**src/rtl/traffic_phase_sequencer.sv**
```systemverilog
// Timed phase sequencer feeding the 5-to-32 one-hot lamp decoder.
// Cycles through NUM_PHASES normal phases, each held for a programmable
// number of prescaled ticks, with pedestrian-phase insertion and a night
// flashing mode. All outputs come straight from registers.
module traffic_phase_sequencer #(
    parameter int NUM_PHASES    = 8,
    parameter int TICK_DIV      = 1000,
    parameter int DEFAULT_DWELL = 4,
    parameter int PED_PHASE     = 31,
    parameter int FLASH_ON      = 30,
    parameter int FLASH_OFF     = 29
) (
    input  logic       clk,
    input  logic       rst_n,
    input  logic       enable,
    input  logic       night_mode,
    input  logic       ped_req,
    input  logic       cfg_we,
    input  logic [4:0] cfg_addr,
    input  logic [7:0] cfg_dwell,
    output logic [4:0] phase_code,
    output logic       phase_start,
    output logic [7:0] remaining,
    output logic       ped_ack,
    output logic       busy
);

    localparam int AW = $clog2(NUM_PHASES);
    localparam int PW = $clog2(TICK_DIV);

    typedef enum logic [1:0] {
        IDLE  = 2'd0,
        RUN   = 2'd1,
        FLASH = 2'd2
    } state_t;

    state_t       state_q;
    logic [PW-1:0] prescale_q;
    logic [4:0]   phaseCode_q;
    logic [7:0]   remaining_q;
    logic         phaseStart_q;
    logic         pedAck_q;
    logic         busy_q;
    logic         pedPending_q;
    logic [4:0]   returnPhase_q;
    logic [7:0]   dwell_q [NUM_PHASES];

    logic         tick;
    logic [4:0]   nextNormal;
    logic         pedReqEff;
    logic         wantPed;
    logic [7:0]   dwellZero;
    logic [7:0]   dwellNext;
    logic [7:0]   dwellReturn;

    // A zero dwell would never expire, so it is stretched to one tick.
    function automatic logic [7:0] loadDwell(input logic [7:0] d);
        return (d == 8'd0) ? 8'd1 : d;
    endfunction

    // Tick detection, successor phase and the dwell values each load would use.
    always_comb begin
        tick        = (prescale_q == PW'(TICK_DIV - 1));
        nextNormal  = (phaseCode_q == 5'(NUM_PHASES - 1)) ? 5'd0 : phaseCode_q + 5'd1;
        pedReqEff   = ped_req && (phaseCode_q != 5'(PED_PHASE));
        wantPed     = (pedPending_q || pedReqEff) && (phaseCode_q != 5'(PED_PHASE));
        dwellZero   = loadDwell(dwell_q[0]);
        dwellNext   = loadDwell(dwell_q[AW'(nextNormal)]);
        dwellReturn = loadDwell(dwell_q[AW'(returnPhase_q)]);
    end

    // Dwell table: survives enable=0, only rst_n restores the defaults.
    always_ff @(posedge clk or negedge rst_n) begin
        if (!rst_n) begin
            for (int i = 0; i < NUM_PHASES; i++) begin
                dwell_q[i] <= 8'(DEFAULT_DWELL);
            end
        end else if (cfg_we && ({1'b0, cfg_addr} < 6'(NUM_PHASES))) begin
            dwell_q[AW'(cfg_addr)] <= cfg_dwell;
        end
    end

    // Sequencer FSM with prescaler, pedestrian latch and registered outputs.
    always_ff @(posedge clk or negedge rst_n) begin
        if (!rst_n) begin
            state_q       <= IDLE;
            prescale_q    <= '0;
            phaseCode_q   <= 5'd0;
            remaining_q   <= 8'd0;
            phaseStart_q  <= 1'b0;
            pedAck_q      <= 1'b0;
            busy_q        <= 1'b0;
            pedPending_q  <= 1'b0;
            returnPhase_q <= 5'd0;
        end else begin
            phaseStart_q <= 1'b0;
            pedAck_q     <= 1'b0;
            if (!enable) begin
                state_q       <= IDLE;
                prescale_q    <= '0;
                phaseCode_q   <= 5'd0;
                remaining_q   <= 8'd0;
                busy_q        <= 1'b0;
                pedPending_q  <= 1'b0;
                returnPhase_q <= 5'd0;
            end else begin
                case (state_q)
                    IDLE: begin
                        state_q      <= RUN;
                        busy_q       <= 1'b1;
                        prescale_q   <= '0;
                        phaseCode_q  <= 5'd0;
                        remaining_q  <= dwellZero;
                        phaseStart_q <= 1'b1;
                    end
                    RUN: begin
                        prescale_q <= tick ? '0 : prescale_q + PW'(1);
                        if (pedReqEff) begin
                            pedPending_q <= 1'b1;
                        end
                        if (tick) begin
                            if (remaining_q > 8'd1) begin
                                remaining_q <= remaining_q - 8'd1;
                            end else if (night_mode) begin
                                state_q      <= FLASH;
                                phaseCode_q  <= 5'(FLASH_ON);
                                remaining_q  <= 8'd0;
                                phaseStart_q <= 1'b1;
                            end else if (wantPed) begin
                                returnPhase_q <= nextNormal;
                                phaseCode_q   <= 5'(PED_PHASE);
                                remaining_q   <= dwellZero;
                                phaseStart_q  <= 1'b1;
                                pedAck_q      <= 1'b1;
                                pedPending_q  <= 1'b0;
                            end else if (phaseCode_q == 5'(PED_PHASE)) begin
                                phaseCode_q  <= returnPhase_q;
                                remaining_q  <= dwellReturn;
                                phaseStart_q <= 1'b1;
                            end else begin
                                phaseCode_q  <= nextNormal;
                                remaining_q  <= dwellNext;
                                phaseStart_q <= 1'b1;
                            end
                        end
                    end
                    FLASH: begin
                        prescale_q <= tick ? '0 : prescale_q + PW'(1);
                        if (tick) begin
                            phaseStart_q <= 1'b1;
                            if (!night_mode) begin
                                state_q     <= RUN;
                                phaseCode_q <= 5'd0;
                                remaining_q <= dwellZero;
                            end else if (phaseCode_q == 5'(FLASH_ON)) begin
                                phaseCode_q <= 5'(FLASH_OFF);
                            end else begin
                                phaseCode_q <= 5'(FLASH_ON);
                            end
                        end
                    end
                    default: begin
                        state_q <= IDLE;
                        busy_q  <= 1'b0;
                    end
                endcase
            end
        end
    end

    assign phase_code  = phaseCode_q;
    assign phase_start = phaseStart_q;
    assign remaining   = remaining_q;
    assign ped_ack     = pedAck_q;
    assign busy        = busy_q;

endmodule

```
**config.mk**
```make
export PLATFORM = sky130hd
export DESIGN_NAME = traffic_phase_sequencer
export DESIGN_NICKNAME = d
export VERILOG_FILES = /design/src/rtl/traffic_phase_sequencer.sv
export SDC_FILE = /design/constraint.sdc
export NUM_CORES = 1
export LEC_CHECK = 0
export CORE_MARGIN = 2
export CORE_UTILIZATION = 46
export CTS_CLUSTER_SIZE = 14
export DETAILED_ROUTE_END_ITERATION = 12
export PLACE_DENSITY = 0.67
export SLEW_MARGIN = 5
export SYNTH_ARGS = -nofsm -noshare
export SYNTH_HDL_FRONTEND = slang
export SYNTH_SLANG_ARGS = --single-unit
export TNS_END_PERCENT = 100
```
**constraint.sdc**
```tcl
create_clock -name clk -period 2.5 [get_ports clk]
set_input_delay 0.375 -clock clk [delete_from_list [all_inputs] [get_ports clk]]
set_output_delay 0.375 -clock clk [all_outputs]
set_load 0.05 [all_outputs]
```
==> flow_metrics.env <==
export IMPL_grt_max_degree=48
export IMPL_routabilityCongestion=0.911
export IMPL_power_frac_seq_pct=33.3
export IMPL_cp_required_ns=2.73
export IMPL_finalHoldViolations=0
export IMPL_root_buffer="clkbuf_16"
export IMPL_final_nets=655
export IMPL_die_y_um=119
export IMPL_drt_iter0_drc=599
export IMPL_fin_skew_ns=0.00966
export IMPL_clock_sinks=98
export IMPL_grt_pass1_wl_mm=27.4
export IMPL_ys_top_cells_by_area="dfrtp_1 37%, mux2_2 12%, mux4_2 6.7%"
export IMPL_relSlewSlack_pct=54.8
export IMPL_multiInputGateArea_um2=3540
export IMPL_clkSlewWorstSetupHoldPaths_ns=0.07
export IMPL_async_reset_ff_share_pct=100
export IMPL_setup_viol=0
export IMPL_rsz0062_at_grt="yes"
export IMPL_synth_mux_area_share_pct=22.0
export IMPL_synth_most_common_cell="dfrtp_1"
export IMPL_clkLatencyLatePin_ns=0.36
export IMPL_antenna_cells=0
export IMPL_final_instance_count_excl_fill=807
export IMPL_finalMaxSlewViolations=0
export IMPL_tightest_slew_ns=0.678
export IMPL_syn_avg_cell_area_um2=10.6
export IMPL_cp_arrival_ns=2.69
export IMPL_fin_hold_ws_ns=0.0226
export IMPL_hold_path_class="in -> async"
export IMPL_final_antenna_net_count=0
export IMPL_synth_distinct_cells=66
export IMPL_drt_wl_total_mm=16.9
export IMPL_synthCells=573
export IMPL_clk_path_buf_depth=2
export IMPL_path_delay_family="compound AO/OA/AOI/OAI gates"
export IMPL_fin_crit_sh_pct=98.2
export IMPL_cp_slowest_stage_delay_ns=0.55
export IMPL_floorplan_initialDensity_pct=46.6
export IMPL_fillers=1130
export IMPL_status="completed"
export IMPL_post_place_cells=790
export IMPL_synth_xor_area_share_pct=1.44
export IMPL_comb_power_share_pct=47.9
export IMPL_worstSetupPathType="reg -> reg"
export IMPL_drc=0
export IMPL_crit_chain="ha_4 -> and4bb_2 -> nor2_4 -> mux4_2 -> a211o_1 -> a221oi_2 -> a211oi_1"
export IMPL_syn_num_nets=602
export IMPL_htreeDepth=3
export IMPL_synth_top_family_by_area="multiplexers"
export IMPL_num_rows=42
export IMPL_peakVddDrop_uv=347
export IMPL_synth_simple_area_share_pct=15.4
export IMPL_synth_fa_ha_area_share_pct=2.05
export IMPL_power_density_nw_per_um2=955
export IMPL_grtUsageTotal_pct=24.5
export IMPL_synth_top_area_cell="dfrtp_1"
export IMPL_period_needed_ns=2.45
export IMPL_startpoint_type="flop"
export IMPL_wire_per_inst_um=21.0
export IMPL_port_buffers=34
export IMPL_intPower_mw=4.06
export IMPL_ys_seq_area_share_pct=40.4
export IMPL_path_max_fanout=4
export IMPL_place_worst_setup_slack_ns=-0.126
export IMPL_regArea_um2=2470
export IMPL_fp_coreArea_um2=13100
export IMPL_switching_share_pct=41.3
export IMPL_die_w_um=119
export IMPL_die_area_um2=14200
export IMPL_vias=5135
export IMPL_synth_flop_cell="dfrtp_1"
export IMPL_synth_edf_count=0
export IMPL_cts_made_buffers=9
export IMPL_antenna_found_initial=0
export IMPL_crit_buf_inv=0
export IMPL_synth_top_cell_area_share_pct=37.0
export IMPL_crit_path_top_delay_cell="mux4_2"
export IMPL_ys_ff_latch=98
export IMPL_power_leakage_nw=2.93
export IMPL_fmax_ghz=0.408
export IMPL_cts_setup_buffers=0
export IMPL_fin_ws_ns=0.0462
export IMPL_first_pass_iters=5
export IMPL_clkPwrFrac_pct=18.8
export IMPL_synthToLayoutAreaGrowth_pct=18.9
export IMPL_drive_above_1_share_pct=29.3
export IMPL_via_per_inst=6.36
export IMPL_grt_overflow=0
export IMPL_dpl_hpwl_mm=12.4
export IMPL_end_kind="flop"
export IMPL_synth_compound_area_share_pct=15.7
export IMPL_boundaryPins=35
export IMPL_power_net_switching_mw=2.86
export IMPL_cts_tree="done"
export IMPL_yosys_warnings=0
export IMPL_synth_commonest_cells="90 x dfrtp_1, 66 x mux2_2, 39 x nand2_1, 38 x nor2_1, 30 x o21ai_0"
export IMPL_cap_violations=0
export IMPL_syn_area_um2=6090
export IMPL_grt_pass1_vias=5089
## flip-flops by register name, summed over array words and instances (netlist names)
signal	count
returnPhase_q	5
pedPending_q	1
busy	1
phase_start	1
remaining	8
dwell_q	64
prescale_q	10
state_q	2
phase_code	5
ped_ack	1
## layer usage
layer / part of all wire (%) / global-route usage [%] / routed length, um / vias up
li1: - / - / - / 2275
met1: 45 / 33.8 / 7540 / 2617
met2: 48 / 38.9 / 8090 / 203
met3: 5.4 / 4.55 / 922 / 40
met4: 2.2 / 8.78 / 364 / 0
met5: 0 / 0 / 0 / -
## power by group through the flow
stage | registers, mW | logic [mW] | clock network, mW
floorplan | 2.51 | 1.92 | 0
global placement | 2.29 | 3.08 | 0
detailed placement | 2.31 | 3.15 | 0
CTS | 2.29 | 3.17 | 1.33
global route | 2.34 | 3.55 | 1.40
finish | 2.30 | 3.32 | 1.30
## final timing paths
check,cells past startpoint,start,slack (ns),endpoint
min in group clk,2,returnPhase_q[3]$_DFFE_PN0P_,0.51,returnPhase_q[3]$_DFFE_PN0P_
worst max-delay path,7,phase_code[0]$_DFFE_PN0P_,0.05,remaining[7]$_DFFE_PN0P_
worst min-delay path,1,rst_n,0.02,remaining[1]$_DFFE_PN0P_
worst max register to register,7,phase_code[0]$_DFFE_PN0P_,0.05,remaining[7]$_DFFE_PN0P_
worst min register to register,2,returnPhase_q[3]$_DFFE_PN0P_,0.51,returnPhase_q[3]$_DFFE_PN0P_
max in group asynchronous,2,rst_n,1.77,dwell_q[10]$_DFFE_PN1P_
## cell type report
cell class	count	share of cell area (%)
Timing Repair Buffer	74	9.67
Inverter	13	0.674
Tap cell	176	3.04
Clock buffer	10	3.16
Sequential cell	98	34.1
Multi-Input combinational cell	430	48.8
Clock inverter	6	0.570
## metrics by stage
stage          setup TNS, ns  total power, mW  utilization (%)  area (um^2)
3_5_place_dp          -0.409             5.47             52.6         6880
2_1_floorplan         -0.153             4.43                -         6130
6_report                   0             6.92             55.4         7240
5_1_grt             -0.00154             7.29             55.4         7240
3_3_place_gp          -0.117             5.37             52.6         6880
4_1_cts                    0             6.78             54.7         7150
## what timing repair did
item,CTS,global route
setup endpoints to repair,2,10
hold buffers,0,0
cloned,0,1
pin swaps,0,2
gates resized for setup,1,15
## cells in the final DEF (no fill, tap or decap), drive strengths merged, types with 4 or more instances in the layout
| cell | instances |
|---|---|
| o21ai | 31 |
| nor4 | 7 |
| a22oi | 14 |
| nand4 | 4 |
| nand3 | 11 |
| a211oi | 17 |
| inv | 15 |
| dfstp | 8 |
| xor2 | 5 |
| dfrtp | 90 |
| nor3 | 18 |
| nand2b | 26 |
| mux4 | 18 |
| mux2i | 19 |
| a21o | 4 |
| clkdlybuf4s50 | 33 |
| buf | 40 |
| nor2b | 5 |
| a22o | 5 |
| o211ai | 7 |
| o21a | 6 |
| nand2 | 39 |
| xnor2 | 5 |
| ha | 10 |
| o31a | 5 |
| a31oi | 4 |
| nor2 | 39 |
| o31ai | 6 |
| clkinv | 4 |
| clkbuf | 11 |
| mux2 | 66 |
| a21oi | 11 |
| o221a | 5 |
## worst register-to-register path: stages (launching register included)
cell      delay [ns]
dfrtp_4         0.50
ha_4            0.16
and4bb_2        0.24
nor2_4          0.17
mux4_2          0.56
a211o_1         0.32
a221oi_2        0.30
a211oi_1        0.08
## cells by family (layout without fill, tap and decap cells)
logic type | count (synthesis) | after routing
buf+inv | 45 | 103
fa+ha+maj | 10 | 10
flops | 98 | 98
simple gates | 173 | 173
compound gates | 134 | 134
mux | 103 | 103
xor+xnor | 10 | 10
(Power assumes the default switching activity.)
